$ cat src/rtl/player_input_pkg.sv
// Shared key codes, per-player state encoding and counter width for the player input controller.
package player_input_pkg;

    localparam logic [7:0] KC_GIRL_UP    = 8'h1A;
    localparam logic [7:0] KC_GIRL_LEFT  = 8'h04;
    localparam logic [7:0] KC_GIRL_RIGHT = 8'h07;
    localparam logic [7:0] KC_BOY_UP     = 8'h60;
    localparam logic [7:0] KC_BOY_LEFT   = 8'h5C;
    localparam logic [7:0] KC_BOY_RIGHT  = 8'h5E;

    localparam int FRAME_CNT_W = 4;

    typedef enum logic [1:0] {
        ST_GROUND   = 2'd0,
        ST_JUMP_REQ = 2'd1,
        ST_AIR      = 2'd2,
        ST_COOLDOWN = 2'd3
    } pstate_t;

endpackage

$ cat src/rtl/player_cmd_fsm.sv
// Per-player command FSM: held move levels plus jump request/ack handshake with air and cooldown gating.
// Optional jump buffering in AIR/COOLDOWN is built when JUMP_BUFFER_EN is defined.
module player_cmd_fsm
    import player_input_pkg::*;
#(
    parameter int COOLDOWN_FRAMES = 2,
    parameter int REQ_TIMEOUT     = 4
`ifdef JUMP_BUFFER_EN
    ,
    parameter int BUF_FRAMES      = 6
`endif
) (
    input  logic       clk_i,
    input  logic       rst_i,
    input  logic       tick_i,
    input  logic       up_edge_i,
    input  logic       left_i,
    input  logic       right_i,
    input  logic       jump_ack_i,
    input  logic       landed_i,
    output logic       move_l_o,
    output logic       move_r_o,
    output logic       jump_req_o,
    output logic [1:0] state_o
);

    localparam logic [FRAME_CNT_W-1:0] CNT_ONE = FRAME_CNT_W'(1);
    localparam logic [FRAME_CNT_W-1:0] CD_LOAD = FRAME_CNT_W'(COOLDOWN_FRAMES);
    localparam logic [FRAME_CNT_W-1:0] TO_LAST = FRAME_CNT_W'(REQ_TIMEOUT - 1);

    pstate_t                state_q, state_d;
    logic [FRAME_CNT_W-1:0] cnt_q, cnt_d;
    logic                   move_l_q, move_r_q;
    logic                   buf_hit;

`ifdef JUMP_BUFFER_EN
    localparam logic [FRAME_CNT_W-1:0] BUF_LOAD = FRAME_CNT_W'(BUF_FRAMES);

    logic                   buf_valid_q, buf_valid_d;
    logic [FRAME_CNT_W-1:0] buf_age_q, buf_age_d;

    assign buf_hit = buf_valid_q;

    // A buffered press is consumed by the first GROUND tick; edges in AIR/COOLDOWN (re)arm it.
    always_comb begin
        buf_valid_d = buf_valid_q;
        buf_age_d   = buf_age_q;
        if (tick_i) begin
            if (state_q == ST_GROUND) begin
                buf_valid_d = 1'b0;
                buf_age_d   = '0;
            end else if (up_edge_i && (state_q == ST_AIR || state_q == ST_COOLDOWN)) begin
                buf_valid_d = 1'b1;
                buf_age_d   = BUF_LOAD;
            end else if (buf_valid_q) begin
                if (buf_age_q <= CNT_ONE) begin
                    buf_valid_d = 1'b0;
                    buf_age_d   = '0;
                end else begin
                    buf_age_d = buf_age_q - CNT_ONE;
                end
            end
        end
    end

    always_ff @(posedge clk_i or posedge rst_i) begin
        if (rst_i) begin
            buf_valid_q <= 1'b0;
            buf_age_q   <= '0;
        end else begin
            buf_valid_q <= buf_valid_d;
            buf_age_q   <= buf_age_d;
        end
    end
`else
    assign buf_hit = 1'b0;
`endif

    always_comb begin
        state_d = state_q;
        cnt_d   = cnt_q;
        case (state_q)
            ST_GROUND: begin
                if (tick_i && (up_edge_i || buf_hit)) begin
                    state_d = ST_JUMP_REQ;
                    cnt_d   = '0;
                end
            end
            ST_JUMP_REQ: begin
                // Ack takes priority over a timeout tick in the same cycle.
                if (jump_ack_i) begin
                    state_d = ST_AIR;
                    cnt_d   = '0;
                end else if (tick_i) begin
                    if (cnt_q == TO_LAST) begin
                        state_d = ST_GROUND;
                        cnt_d   = '0;
                    end else begin
                        cnt_d = cnt_q + CNT_ONE;
                    end
                end
            end
            ST_AIR: begin
                if (tick_i && landed_i) begin
                    if (COOLDOWN_FRAMES == 0) begin
                        state_d = ST_GROUND;
                    end else begin
                        state_d = ST_COOLDOWN;
                        cnt_d   = CD_LOAD;
                    end
                end
            end
            ST_COOLDOWN: begin
                if (tick_i) begin
                    if (cnt_q <= CNT_ONE) begin
                        state_d = ST_GROUND;
                        cnt_d   = '0;
                    end else begin
                        cnt_d = cnt_q - CNT_ONE;
                    end
                end
            end
            default: begin
                state_d = ST_GROUND;
                cnt_d   = '0;
            end
        endcase
    end

    always_ff @(posedge clk_i or posedge rst_i) begin
        if (rst_i) begin
            state_q  <= ST_GROUND;
            cnt_q    <= '0;
            move_l_q <= 1'b0;
            move_r_q <= 1'b0;
        end else begin
            state_q <= state_d;
            cnt_q   <= cnt_d;
            if (tick_i) begin
                move_l_q <= left_i & ~right_i;
                move_r_q <= right_i & ~left_i;
            end
        end
    end

    assign move_l_o   = move_l_q;
    assign move_r_o   = move_r_q;
    assign jump_req_o = (state_q == ST_JUMP_REQ);
    assign state_o    = state_q;

endmodule

$ cat src/rtl/player_input_ctrl.sv
// Frame-synchronous keycode snapshot and per-player command sequencing for girl and boy.
// Define JUMP_BUFFER_EN to build jump buffering into both player FSMs.
module player_input_ctrl
    import player_input_pkg::*;
#(
    parameter int COOLDOWN_FRAMES = 2,
    parameter int REQ_TIMEOUT     = 4,
    parameter int BUF_FRAMES      = 6
) (
    input  logic        Clk,
    input  logic        Reset,
    input  logic        frame_clk,
    input  logic [15:0] keycode_girl,
    input  logic [15:0] keycode_boy,
    input  logic        girl_jump_ack,
    input  logic        boy_jump_ack,
    input  logic        girl_landed,
    input  logic        boy_landed,
    output logic        girl_move_l,
    output logic        girl_move_r,
    output logic        boy_move_l,
    output logic        boy_move_r,
    output logic        girl_jump_req,
    output logic        boy_jump_req,
    output logic [1:0]  girl_state,
    output logic [1:0]  boy_state
);

    logic fc_s1_q, fc_s2_q, fc_s3_q;
    logic frame_tick_q;
    logic snap_tick_q;

    logic g_up_q, g_prev_up_q, g_left_q, g_right_q;
    logic b_up_q, b_prev_up_q, b_left_q, b_right_q;

    // Two sync flops, then a registered rising edge: tick is one Clk wide, three Clk after frame_clk.
    always_ff @(posedge Clk or posedge Reset) begin
        if (Reset) begin
            fc_s1_q      <= 1'b0;
            fc_s2_q      <= 1'b0;
            fc_s3_q      <= 1'b0;
            frame_tick_q <= 1'b0;
            snap_tick_q  <= 1'b0;
        end else begin
            fc_s1_q      <= frame_clk;
            fc_s2_q      <= fc_s1_q;
            fc_s3_q      <= fc_s2_q;
            frame_tick_q <= fc_s2_q & ~fc_s3_q;
            snap_tick_q  <= frame_tick_q;
        end
    end

    // Snapshots load on the tick; the FSMs act one Clk later on the fresh values.
    always_ff @(posedge Clk or posedge Reset) begin
        if (Reset) begin
            g_up_q      <= 1'b0;
            g_prev_up_q <= 1'b0;
            g_left_q    <= 1'b0;
            g_right_q   <= 1'b0;
            b_up_q      <= 1'b0;
            b_prev_up_q <= 1'b0;
            b_left_q    <= 1'b0;
            b_right_q   <= 1'b0;
        end else if (frame_tick_q) begin
            g_prev_up_q <= g_up_q;
            g_up_q      <= (keycode_girl[15:8] == KC_GIRL_UP);
            g_left_q    <= (keycode_girl[7:0] == KC_GIRL_LEFT);
            g_right_q   <= (keycode_girl[7:0] == KC_GIRL_RIGHT);
            b_prev_up_q <= b_up_q;
            b_up_q      <= (keycode_boy[15:8] == KC_BOY_UP);
            b_left_q    <= (keycode_boy[7:0] == KC_BOY_LEFT);
            b_right_q   <= (keycode_boy[7:0] == KC_BOY_RIGHT);
        end
    end

    player_cmd_fsm #(
        .COOLDOWN_FRAMES(COOLDOWN_FRAMES),
        .REQ_TIMEOUT    (REQ_TIMEOUT)
`ifdef JUMP_BUFFER_EN
        ,
        .BUF_FRAMES     (BUF_FRAMES)
`endif
    ) u_girl (
        .clk_i     (Clk),
        .rst_i     (Reset),
        .tick_i    (snap_tick_q),
        .up_edge_i (g_up_q & ~g_prev_up_q),
        .left_i    (g_left_q),
        .right_i   (g_right_q),
        .jump_ack_i(girl_jump_ack),
        .landed_i  (girl_landed),
        .move_l_o  (girl_move_l),
        .move_r_o  (girl_move_r),
        .jump_req_o(girl_jump_req),
        .state_o   (girl_state)
    );

    player_cmd_fsm #(
        .COOLDOWN_FRAMES(COOLDOWN_FRAMES),
        .REQ_TIMEOUT    (REQ_TIMEOUT)
`ifdef JUMP_BUFFER_EN
        ,
        .BUF_FRAMES     (BUF_FRAMES)
`endif
    ) u_boy (
        .clk_i     (Clk),
        .rst_i     (Reset),
        .tick_i    (snap_tick_q),
        .up_edge_i (b_up_q & ~b_prev_up_q),
        .left_i    (b_left_q),
        .right_i   (b_right_q),
        .jump_ack_i(boy_jump_ack),
        .landed_i  (boy_landed),
        .move_l_o  (boy_move_l),
        .move_r_o  (boy_move_r),
        .jump_req_o(boy_jump_req),
        .state_o   (boy_state)
    );

endmodule

$ cat config.mk
export PLATFORM = sky130hd
export DESIGN_NAME = player_input_ctrl
export DESIGN_NICKNAME = d
export VERILOG_FILES = /design/src/rtl/player_input_pkg.sv /design/src/rtl/player_cmd_fsm.sv /design/src/rtl/player_input_ctrl.sv
export SDC_FILE = /design/constraint.sdc
export NUM_CORES = 1
export LEC_CHECK = 0
export ABC_CLOCK_PERIOD_IN_PS = 2100
export BUFFER_PORTS_ARGS = -buffer_cell sky130_fd_sc_hd__buf_2
export CORE_ASPECT_RATIO = 0.5
export CORE_MARGIN = 2
export CORE_UTILIZATION = 53
export CTS_BUF_LIST = sky130_fd_sc_hd__clkbuf_4
export DETAILED_ROUTE_END_ITERATION = 6
export PLACE_DENSITY = 0.81
export SYNTH_ARGS = -nofsm -noshare
export SYNTH_HDL_FRONTEND = slang
export SYNTH_SLANG_ARGS = --single-unit
export TNS_END_PERCENT = 50
$ cat constraint.sdc
create_clock -name Clk -period 2.1 [get_ports Clk]
set_clock_uncertainty 0.2 [all_clocks]
set_input_delay 0.315 -clock Clk [delete_from_list [all_inputs] [get_ports Clk]]
set_output_delay 0.315 -clock Clk [all_outputs]
set_load 0.02 [all_outputs]
## Word level (Yosys, flattened, before mapping)

Cells that the tools add are included.

| storage, ports and cells | value |
|---|---|
| flip-flop bits (word level) | 29 |
| bits of input ports | 39 |
| logic and storage cells | 109 |

| operators by class | value |
|---|---|
| add/subtract/negate cells | 4 |
| order comparisons | 2 |
| eq/ne operators | 26 |
| multiplexer cells | 32 |
| bitwise gates (word level) | 14 |
| reduce and logical (&&, ||, !) cells | 10 |

Operators by type and width:

| operator | number |
|---|---|
| 2-to-1 mux 4 bit | 14 |
| one-hot mux 4 bit (4 select lines) | 2 |
| 2-to-1 mux 2 bit | 14 |
| == test 8 x 7 -> 1 bit (second input constant) | 3 |
| == test 8 x 3 -> 1 bit (second input constant) | 2 |
| one-hot mux 2 bit (4 select lines) | 2 |
| inequality test 2 x 1 -> 1 bit (second input constant) | 6 |
| inequality test 3 x 2 -> 1 bit (second input constant) | 4 |
| AND reduction 6 bit | 2 |
| adder 4 x 1 -> 4 bit (second input constant) | 2 |
| == test 2 bit (second input constant) | 4 |
| == test 4 x 2 -> 1 bit (second input constant) | 2 |
| == test 8 x 5 -> 1 bit (second input constant) | 1 |
| less-or-equal comparator 4 x 1 -> 1 bit (second input constant) | 2 |
| AND reduction 4 bit | 2 |
| subtractor 4 x 1 -> 4 bit (second input constant) | 2 |
| AND 1 bit | 7 |
| inverter 1 bit | 7 |
| == test 2 x 1 -> 1 bit (second input constant) | 2 |
| logical AND 1 bit | 4 |
| zero test 2 bit | 2 |
| inequality test 2 bit (second input constant) | 2 |

## Longest topological paths before layout

Gate-level depths: netlist (run 1).

| logic depth | value |
|---|---|
| depth in word-level cells | 5 |
| gate-level depth with buffers | 6 |

## Modules after synthesis

A second synthesis (run 1) with hierarchy kept.

| second synthesis, totals | value |
|---|---|
| cell total of the unflattened synthesis | 172 |
| area, all modules | 1685.4 sq um |

By module, submodules not included:

| module | times used | cells each | area an instance (sq um) |
|---|---|---|---|
| player_cmd_fsm | 2 | 65 | 565.5 |
| player_input_ctrl | 1 | 42 | 554.3 |

## Least setup slack after synthesis (run 1)

No wires, ideal clock.

| timing path | value |
|---|---|
| kind | reg-to-reg |
| start | register u_girl.state_q[0], in the netlist u_girl.state_o[0] |
| end | register u_girl.cnt_q[3] |
| data arrival time | 1.556 ns |
| data required time | 1.774 ns |
| setup slack | 0.218 ns |
| stages on the path, launching flop included | 6 |
| buffers on the path | 1 |
| cells stage by stage | dfrtp_1 -> buf_6 -> nand2b_4 -> or3_1 -> and3_4 -> a221o_1 |

| on the way | value |
|---|---|
| word-level cells in the longest chain between the ends | 3 |
| elaborated cells on any way between the ends | 10 |
| those cells by class | eq/ne: 7; mux: 1; reduce/logical: 2 |

Ends and longest elaborated chain:

| what | line | RTL |
|---|---|---|
| from (decl) | player_cmd_fsm.sv:31 | `pstate_t state_q, state_d;` |
| from (signal assigned) | player_cmd_fsm.sv:137 | `state_q <= state_d;` |
| == test 2 x 1 -> 1 bit (tied with other cells) | player_cmd_fsm.sv:82 | `case (state_q)` |
| inequality test 3 x 2 -> 1 bit (no source line) (tied with other cells) | -- |  |
| AND reduction 4 bit (no source line) | -- |  |
| to (signal assigned) | player_cmd_fsm.sv:138 | `cnt_q <= cnt_d;` |
| to (decl) | player_cmd_fsm.sv:32 | `logic [FRAME_CNT_W-1:0] cnt_q, cnt_d;` |

Several ways; a longest one is shown, not always the timed one.
A chain may end at the register's enable or synchronous reset.

## Worst setup path after layout (run 1)

| timing path | value |
|---|---|
| start | register u_girl.cnt_q[0] |
| end | register u_girl.cnt_q[3] |

| on the way | value |
|---|---|
| word-level cells in the longest chain between the ends | 5 |
| elaborated cells on any way between the ends | 10 |
| those cells by class | add/sub: 2; order compare: 1; eq/ne: 1; mux: 6 |

Ends and longest elaborated chain:

| what | line | RTL |
|---|---|---|
| adder 4 x 1 -> 4 bit / == test 4 x 2 -> 1 bit (equally long branches) | player_cmd_fsm.sv:99, player_cmd_fsm.sv:95 |  |
| 2-to-1 mux 4 bit | player_cmd_fsm.sv:95 | `if (cnt_q == TO_LAST) begin` |
| 2-to-1 mux 4 bit | player_cmd_fsm.sv:94 | `end else if (tick_i) begin` |
| 2-to-1 mux 4 bit | player_cmd_fsm.sv:91 | `if (jump_ack_i) begin` |
| one-hot mux 4 bit (4 select lines) * | player_cmd_fsm.sv:82 |  |

Mark *: on every way between the ends. The rest lies on a longest branch, timed or not. The select of a mux whose other input is x is not followed.

==> flow_summary.yaml, run 1 <==
worst_setup_path:
  startpoint_type: "flip-flop"
  crit_type: "reg -> reg"
  crit_path_end: "u_girl.cnt_q[3]"
  crit_fanout: 8
  rr_endpoint: "u_girl.cnt_q[3]"
  rr_worst_depth: 6
  r2r_start: "u_girl.cnt_q[0]"
  r2r_slack_ns: 0.14
  crit_required_ns: 2.12
  startpoint: "u_girl.cnt_q[0]"
  crit_path_end_kind: "flip-flop"
  critPathArrivalTime_ns: 1.98
drt:
  antenna_left: 0
  avgViaCountPerCell: 5.71
  first_iter_violations: 42
  wl_per_cell_um: 14.0
  route.detailed.drc: 0
  num_vias: 1570
  routed_wl_mm: 3.84
  drtPass1Iterations: 4
finish:
  fin_area_sq_mm: 0.00207
  syn_to_final_growth_pct: 23.5
  drive_gt1_share_pct: 30.6
  diodes: 0
  largestRegisters: "u_boy.cnt_q x4, u_girl.cnt_q x4"
  nets: 280
  fin_util_pct: 68.9
timing:
  finalSetupTns_ns: 0
  hold_violations: 0
  fin_crit_sh_pct: 93.2
  min_period_ns: 1.96
  rsz0062_at_grt: "no"
  worstMarginPinSlew_ns: 0.487
  fmax_mhz: 511
  setup_violations: 0
  slew_headroom_pct: 67.3
  slew_viol_final: 0
clock_network:
  numCtsBuffers: 5
  post_cts_buffers: 0
  cts_tree: "built"
  clkTransAtPathRegs_ns: 0.09
  cts_sinks: 29
  htreeDepth: 2
  clk_latency_ns: 0.34
  root_buffer: "clkbuf_4"
  clock_path_buffers: 2
logic_synthesis:
  synth-seq-area-share_pct: 43.2
  postSynthAreaPerCell_sq_um: 9.49
  yosys_warnings: 0
  mappedNetlistNets: 222
  synth_cell_types: 54
  ys_async_sr_fraction_pct: 100
  synth_area_sq_mm: 0.00168
  synth_edf_count: 0
  netlist_instances: 177
  ys_ff_latch: 29
  yosys_most_used_dff: "dfrtp_1"
place:
  placed_cell_area_sq_mm: 0.00198
  gp_congestion: 0.898
  dp_hpwl_mm: 2.87
  io_buffers: 48
floorplan:
  fp.dieH_um: 43.8
  die-area_sq_mm: 0.00366
  fp-row-count: 14
  die_x_um: 83.6
  start_util_pct: 55.8
  io_pins: 49
  core_area_sq_mm: 0.00301
grt:
  gr-total-overflow: 0
  grt_use_total_pct: 23.5
  grt_max_degree: 30
  first_global_vias: 1565
  grt_pass1_wl_mm: 6.70
  grt_antenna_before_repair: 0
power_and_ir_drop:
  power_switching_mw: 0.848
  combinationalPowerShare_pct: 43.0
  vdd_ir_drop_max_v: 0.000582
  power_density_mw_per_mm2: 976
  p_int_mw: 1.18
  seqPwrFrac_pct: 40.8
  p_leak_nw: 0.990
  switching_share_pct: 41.9
  clkPwrFrac_pct: 16.2
job:
  max_cap_viol_count: 0
hold_path:
  hold_path.class: "in -> reg"
outcome:
  outcome: "completed"
==> cell type report <==
| cell class | count | area, sq um |
|---|---|---|
| clock buffer | 6 | 45.0 |
| clock inverter | 1 | 3.75 |
| fill | 252 | 938 |
| inverter | 18 | 67.6 |
| multi-input combinational | 122 | 848 |
| sequential | 29 | 727 |
| tap | 40 | 50.0 |
| timing repair buffer | 59 | 333 |
==> cells in the final DEF, fill, tap and decap left out, types with 4 or more instances in the layout <==
cell type,n
ha_1,6
buf_4,7
buf_2,48
dlygate4sd3_1,4
nor2_1,10
nor3_1,4
o21ai_0,12
inv_1,18
a22o_1,4
dfrtp_1,28
nand3_1,6
a21oi_1,8
nand2_1,12
nor3b_1,4
clkbuf_4,6
==> what timing repair did <==
action,in CTS,in global routing
gates resized for setup,0,3
endpoints found under the hold margin,31,0
hold buffers,4,0
setup endpoints to repair,0,5
==> cells in the mapped netlist, types with 3 or more instances <==
cell	number	area (sq um)
dfrtp_1	29	726
nor2_1	10	37.5
nor4b_1	3	26.3
nor2b_1	3	18.8
a22o_1	4	35.0
o21ai_0	12	60.1
nor3_1	4	20.0
a21oi_1	8	40.0
nand3_1	6	30.0
ha_1	6	75.1
inv_1	18	67.6
nor3b_1	4	30.0
buf_2	4	20.0
nand2_1	12	45.0
nor4_1	3	18.8
a31oi_1	3	18.8
==> how the worst min path moves through the flow <==
stage	startpoint	to	slack [ns]	depth (start not counted)
floorplan	fc_s1_q	fc_s2_q	0.13	0
detailed placement	fc_s1_q	fc_s2_q	0.14	0
global route	keycode_boy[1]	b_right_q	0.01	2
CTS	keycode_boy[1]	b_right_q	0.006	2
global placement	fc_s1_q	fc_s2_q	0.14	0
finish	keycode_boy[1]	b_right_q	0.03	2
==> worst max-delay path: stages, from the launching register on <==
cell and delay (ns):
dfrtp_1 0.48, inv_1 0.11, ha_1 0.19, nor2_1 0.09, o311ai_2 0.34, a21oi_1 0.13, a221o_1 0.31
==> per-layer routing <==
layer	routed length, um	vias up	track usage (%)
met5	0	-	0
li1	-	774	-
met3	160	12	6.10
met2	1850	35	40.0
met4	113	0	12.3
met1	1720	749	28.4
==> power groups by stage <==
stage	Sequential, mW	Combinational (mW)	Clock, mW
2_1_floorplan	0.786	0.664	0
3_3_place_gp	0.824	0.827	0
3_5_place_dp	0.831	0.852	0
4_1_cts	0.820	0.861	0.338
5_1_grt	0.849	0.978	0.358
6_report	0.827	0.870	0.328
==> logic make-up (layout without fill, tap and decap cells) <==
family / after synthesis / count (layout) / share of synthesized area, %
buffers and inverters: 26 / 84 / 6.78
multiplexers: 2 / 2 / 1.34
AO/OA/AOI/OAI: 55 / 55 / 23.2
flip-flops: 29 / 29 / 43.2
AND/OR/NAND/NOR: 59 / 59 / 21.0
adder cells (fa/ha/maj): 6 / 6 / 4.47
==> stage by stage <==
stage / power (mW) / hold slack [ns] / instances / setup WS, ns
after floorplan: 1.45 / 0.131 / 177 / 0.218
after global placement: 1.65 / 0.137 / 264 / 0.135
after detailed placement: 1.68 / 0.136 / 264 / 0.0758
after CTS: 2.02 / 0.00644 / 275 / 0.0627
after global routing: 2.18 / 0.0140 / 275 / 0.0258
final: 2.03 / 0.0254 / 275 / 0.144
(Power assumes the default switching activity.)
==> inputs of run 2 (changes only) <==
--- a/config.mk
+++ b/config.mk
@@ -13,7 +13,9 @@
 export CTS_BUF_LIST = sky130_fd_sc_hd__clkbuf_4
 export DETAILED_ROUTE_END_ITERATION = 6
 export PLACE_DENSITY = 0.81
+export SLEW_MARGIN = 20
 export SYNTH_ARGS = -nofsm -noshare
 export SYNTH_HDL_FRONTEND = slang
+export SYNTH_HIERARCHICAL = 1
 export SYNTH_SLANG_ARGS = --single-unit
 export TNS_END_PERCENT = 50
==> flow_summary.yaml, run 2 <==
outcome:
  outcome: "completed"
hold_path:
  min_to: "b_left_q"
  hold_path.class: "in -> reg"
  holdCritStartpoint: "keycode_boy[1]"
  holdPathStages: 2
logic_synthesis:
  postSynthAreaPerCell_sq_um: 9.80
  synth_top_cell_by_area: "dfrtp_1"
  synth_area_sq_mm: 0.00169
  yosys.area.top_type_share_pct: 43.1
  yosysMostFrequentCell: "dfrtp_1"
  synth_edf_count: 0
  synth_common_cells: "dfrtp_1 (29), inv_1 (19), nor2_1 (16)"
  ys_ff_latch: 29
  netlist_instances: 172
  mappedNetlistNets: 217
  synth-seq-area-share_pct: 43.1
  synth.area.top_cells: "dfrtp_1 (43%), ha_1 (4.5%), inv_1 (4.2%)"
  synth_cell_types: 39
  yosys_most_used_dff: "dfrtp_1"
  yosys_warnings: 6
  ys_async_sr_fraction_pct: 100
place:
  io_buffers: 48
  gp_congestion: 0.934
  dp_hpwl_mm: 2.73
finish:
  final_cell_mix: "buf_2 (48), dfrtp_1 (29), inv_1 (19), nor2_1 (16), a21oi_1 (10)"
  final_common_cell: "buf_2"
  drive_gt1_share_pct: 32.2
  syn_to_final_growth_pct: 20.9
  largestRegisters: "u_boy/cnt_q x4, u_girl/cnt_q x4"
  nets: 271
  diodes: 0
clock_network:
  htreeDepth: 2
  root_buffer: "clkbuf_4"
  clock_path_buffers: 2
  cts_tree: "built"
  cts_sinks: 29
  clkTransAtPathRegs_ns: 0.09
  numCtsBuffers: 5
  clk_latency_ns: 0.32
grt:
  grt_antenna_before_repair: 0
  gr-total-overflow: 0
  grt_pass1_wl_mm: 6.12
  grt_use_total_pct: 21.2
  first_global_vias: 1422
  grt_max_degree: 14
drt:
  drtPass1Iterations: 4
  routed_wl_mm: 3.78
  wl_per_cell_um: 14.1
  num_vias: 1514
  route.detailed.drc: 0
  first_iter_violations: 76
  antenna_left: 0
  avgViaCountPerCell: 5.67
worst_setup_path:
  r2r_slack_ns: 0.14
  critPathArrivalTime_ns: 2.01
  startpoint_type: "flip-flop"
  crit_fanout: 6
  crit_required_ns: 2.15
  rr_worst_depth: 6
  crit_path_end_kind: "flip-flop"
  crit_type: "reg -> reg"
  r2r_start: "u_girl/cnt_q[0]"
  rr_endpoint: "u_girl/cnt_q[3]"
floorplan:
  fp.dieH_um: 43.9
  fp-row-count: 14
  start_util_pct: 55.9
  io_pins: 49
  core_area_sq_mm: 0.00301
  die_x_um: 83.8
  die-area_sq_mm: 0.00367
timing:
  setup_violations: 0
  worstMarginPinSlew_ns: 0.477
  fmax_mhz: 511
  slew_viol_final: 0
  hold_ws_ns: 0.0203
  min_period_ns: 1.96
  rsz0062_at_grt: "no"
  fin_crit_sh_pct: 93.1
  hold_violations: 0
  slew_headroom_pct: 68.2
  finalSetupTns_ns: 0
power_and_ir_drop:
  p_leak_nw: 0.973
  power_density_mw_per_mm2: 1020
  vdd_ir_drop_max_v: 0.000842
job:
  max_cap_viol_count: 0
==> run 2: cell count changes in the layout (fill, tap and decap cells not counted), sizes merged, moves of 4 or more <==
cell	delta
a21oi	+6
buf	-7
nand3	-4
nor2	+6
nor3	+4
nor3b	-5
o21ai	-7
==> run 2: kinds of logic after synthesis <==
| logic type | Yosys count | share of synthesized area [%] |
|---|---|---|
| AOI/OAI and AO/OA | 50 | 24.5 |
| adders and majority gates | 6 | 4.45 |
| and+or+nand+nor | 61 | 20.3 |
| buffers and inverters | 24 | 6.31 |
| DFF | 29 | 43.1 |
| muxes | 2 | 1.34 |
==> run 2: worst max path at each step <==
stage          depth (start not counted)            start         endpoint
2_1_floorplan                          6   u_boy/cnt_q[0]   u_boy/cnt_q[3]
3_3_place_gp                           6   u_boy/cnt_q[0]   u_boy/cnt_q[3]
3_5_place_dp                           6  u_girl/cnt_q[0]  u_girl/cnt_q[2]
4_1_cts                                6   u_boy/cnt_q[0]   u_boy/cnt_q[3]
5_1_grt                                6   u_boy/cnt_q[0]   u_boy/cnt_q[3]
6_report                               6  u_girl/cnt_q[0]  u_girl/cnt_q[3]
==> run 2: power breakdown <==
part / total (mW) / internal, mW / switching [mW]
clock network: 0.313 / 0.121 / 0.192
logic: 0.898 / 0.373 / 0.525
registers: 0.869 / 0.661 / 0.207
total: 2.08 / 1.16 / 0.924
==> run 2: cell type report <==
type	count	area, sq um
timing repair buffer	52	280
multi-input combinational	119	861
sequential	29	726
clock buffer	5	37.5
fill	253	975
clock inverter	3	12.5
tap	40	50.0
inverter	19	71.3
==> run 2: worst max-delay path, stage by stage (launching register included) <==
cell and delay (ns):
dfrtp_1 0.45, inv_1 0.10, ha_1 0.26, or4_1 0.44
nor4_1 0.24, nor3_1 0.10, o22ai_2 0.09
==> run 2: routing by layer <==
metal / vias to the layer above / GRT usage (%) / share of wire (%)
met5: - / 0 / 0
met4: 0 / 6.45 / 0.90
met3: 6 / 5.52 / 4.5
met2: 43 / 37.9 / 50
met1: 728 / 26.0 / 45
li1: 737 / - / -
==> run 2: per-stage QoR <==
step	setup slack [ns]	power, mW	utilization, %	cell area (sq um)	std cells
2_1_floorplan	0.295	1.52	-	1690	172
3_3_place_gp	0.205	1.68	64.4	1940	255
3_5_place_dp	0.148	1.71	64.4	1940	255
4_1_cts	0.119	2.04	67.4	2030	267
5_1_grt	0.0736	2.22	67.6	2040	267
6_report	0.144	2.08	67.6	2040	267
==> run 2: what timing repair did <==
action                                  in CTS  in global routing
resized for setup                            0                  2
buffers inserted                             0                  0
endpoints found under the setup margin       0                  3
hold endpoints to repair                    31                  0
hold buffers                                 4                  0
==> inputs of run 3 (changes only) <==
--- a/config.mk
+++ b/config.mk
@@ -13,6 +13,7 @@
 export CTS_BUF_LIST = sky130_fd_sc_hd__clkbuf_4
 export DETAILED_ROUTE_END_ITERATION = 6
 export PLACE_DENSITY = 0.81
+export REMOVE_ABC_BUFFERS = 1
 export SLEW_MARGIN = 20
 export SYNTH_ARGS = -nofsm -noshare
 export SYNTH_HDL_FRONTEND = slang
==> flow_summary.yaml, run 3 (synthesis gave the netlist of run 2 again) <==
outcome:
  outcome: "completed"
clock_network:
  clkTransAtPathRegs_ns: 0.10
  clock_path_buffers: 2
  root_buffer: "clkbuf_4"
  clk_latency_ns: 0.33
  cts_tree: "built"
  htreeDepth: 2
  numCtsBuffers: 5
  cts_sinks: 29
hold_path:
  hold_path.class: "in -> reg"
worst_setup_path:
  r2r_slack_ns: 0.17
  startpoint_type: "flip-flop"
  crit_path_end_kind: "flip-flop"
  worst_path_largest_cell_delay_ns: 0.48
  crit_type: "reg -> reg"
  critPathArrivalTime_ns: 1.99
  crit_fanout: 6
  slowest_stage: "or4_1"
  cp.depth: 6
  r2r_start: "u_boy/cnt_q[0]"
  crit_path_end: "u_boy/cnt_q[3]"
  rr_worst_depth: 6
  rr_endpoint: "u_boy/cnt_q[3]"
  crit_required_ns: 2.16
  worst-path-buf-inv: 1
  path_cells: "inv_1, ha_1, or4_1, nor4_1, nor3_1, o22ai_2"
  cp_top_family: "simple AND/OR/NAND/NOR gates"
  startpoint: "u_boy/cnt_q[0]"
floorplan:
  die_x_um: 83.8
  fp-row-count: 14
  start_util_pct: 55.9
  io_pins: 49
  die-area_sq_mm: 0.00367
  fp.dieH_um: 43.9
  core_area_sq_mm: 0.00301
place:
  dp_hpwl_mm: 2.85
  io_buffers: 48
  dp_slack_ns: 0.118
  gp_congestion: 0.931
job:
  max_cap_viol_count: 0
grt:
  grt_max_degree: 14
  grt_antenna_before_repair: 0
  grt_pass1_wl_mm: 6.27
  gr-total-overflow: 0
  first_global_vias: 1434
  grt_use_total_pct: 22.0
finish:
  drive_gt1_share_pct: 32.9
  nFillCells: 240
  diodes: 0
  largestRegisters: "u_boy/cnt_q x4, u_girl/cnt_q x4"
  fin_util_pct: 68.1
  nets: 272
  final_cell_mix: "buf_2 (48), dfrtp_1 (29), inv_1 (19), nor2_1 (16), a21oi_1 (10)"
  final_common_cell: "buf_2"
  syn_to_final_growth_pct: 21.8
timing:
  hold_violations: 0
  slew_viol_final: 0
  slew_headroom_pct: 66.9
  finalSetupTns_ns: 0
  rsz0062_at_grt: "no"
  fmax_mhz: 518
  min_period_ns: 1.93
  hold_ws_ns: 0.0826
  worstMarginPinSlew_ns: 0.496
  timing.final.ws_setup_ns: 0.170
  fin_crit_sh_pct: 91.9
  setup_violations: 0
drt:
  routed_wl_mm: 3.88
  first_iter_violations: 65
  route.detailed.drc: 0
  avgViaCountPerCell: 5.78
  drtPass1Iterations: 4
  num_vias: 1548
  wl_per_cell_um: 14.5
  antenna_left: 0
power_and_ir_drop:
  p_leak_nw: 0.983
  power_density_mw_per_mm2: 1030
  vdd_ir_drop_max_v: 0.000677
==> run 3: changes by cell type in the layout (fill, tap and decap cells not counted) <==
cell	delta
clkinv_1	-2
clkbuf_4	+1
dlygate4sd3_1	+1
clkinv_2	+1
==> run 3: through the flow <==
step	std cells	power [mW]	area (sq um)
floorplan	167	1.48	1650
global placement	255	1.69	1940
global route	268	2.26	2050
detailed placement	255	1.73	1940
CTS	268	2.08	2050
finish	268	2.11	2050
==> run 3: layout make-up <==
type | count | area (sq um) | share of cell area [%]
Multi-Input combinational cell | 119 | 861 | 41.9
Sequential cell | 29 | 726 | 35.3
Timing Repair Buffer | 53 | 290 | 14.1
Inverter | 19 | 71.3 | 3.47
Tap cell | 40 | 50.0 | 2.44
Clock buffer | 6 | 45.0 | 2.19
Clock inverter | 2 | 10.0 | 0.488
==> run 3: worst min-delay path, delay by kind of cell <==
| family | cells | cell delay [ns] |
|---|---|---|
| AND/OR/NAND/NOR | 1 | 0.08 |
| AO/OA/AOI/OAI | 1 | 0.07 |
| buffers and inverters | 1 | 0.11 |
==> run 3: per-layer routing <==
metal / share of wire, % / wire length (um) / global-route usage [%] / vias up
met2: 50 / 1930 / 37.1 / 54
met5: 0 / 0 / 0 / -
met1: 43 / 1660 / 27.6 / 744
met3: 5.4 / 210 / 5.14 / 9
li1: - / - / - / 741
met4: 1.8 / 71 / 11.0 / 0
==> run 3: worst min path at each step <==
stage	depth (start not counted)	from	end
global placement	2	Reset	u_girl/cnt_q[1]
floorplan	1	Reset	asynchronous set/reset pin
CTS	3	keycode_girl[0]	g_right_q
global route	3	keycode_boy[7]	b_left_q
detailed placement	2	Reset	u_girl/cnt_q[1]
finish	3	keycode_girl[0]	g_right_q
==> run 3: repair_timing <==
action / CTS / global route
setup endpoints to repair: 0 / 8
resized for setup: 0 / 2
hold buffers: 5 / 0
buffers inserted: 0 / 0
endpoints found under the hold margin: 32 / 0
==> run 3: power breakdown <==
| part | switching (mW) | total (mW) | internal, mW |
|---|---|---|---|
| Combinational | 0.524 | 0.899 | 0.375 |
| Clock | 0.197 | 0.337 | 0.140 |
| Sequential | 0.213 | 0.875 | 0.661 |
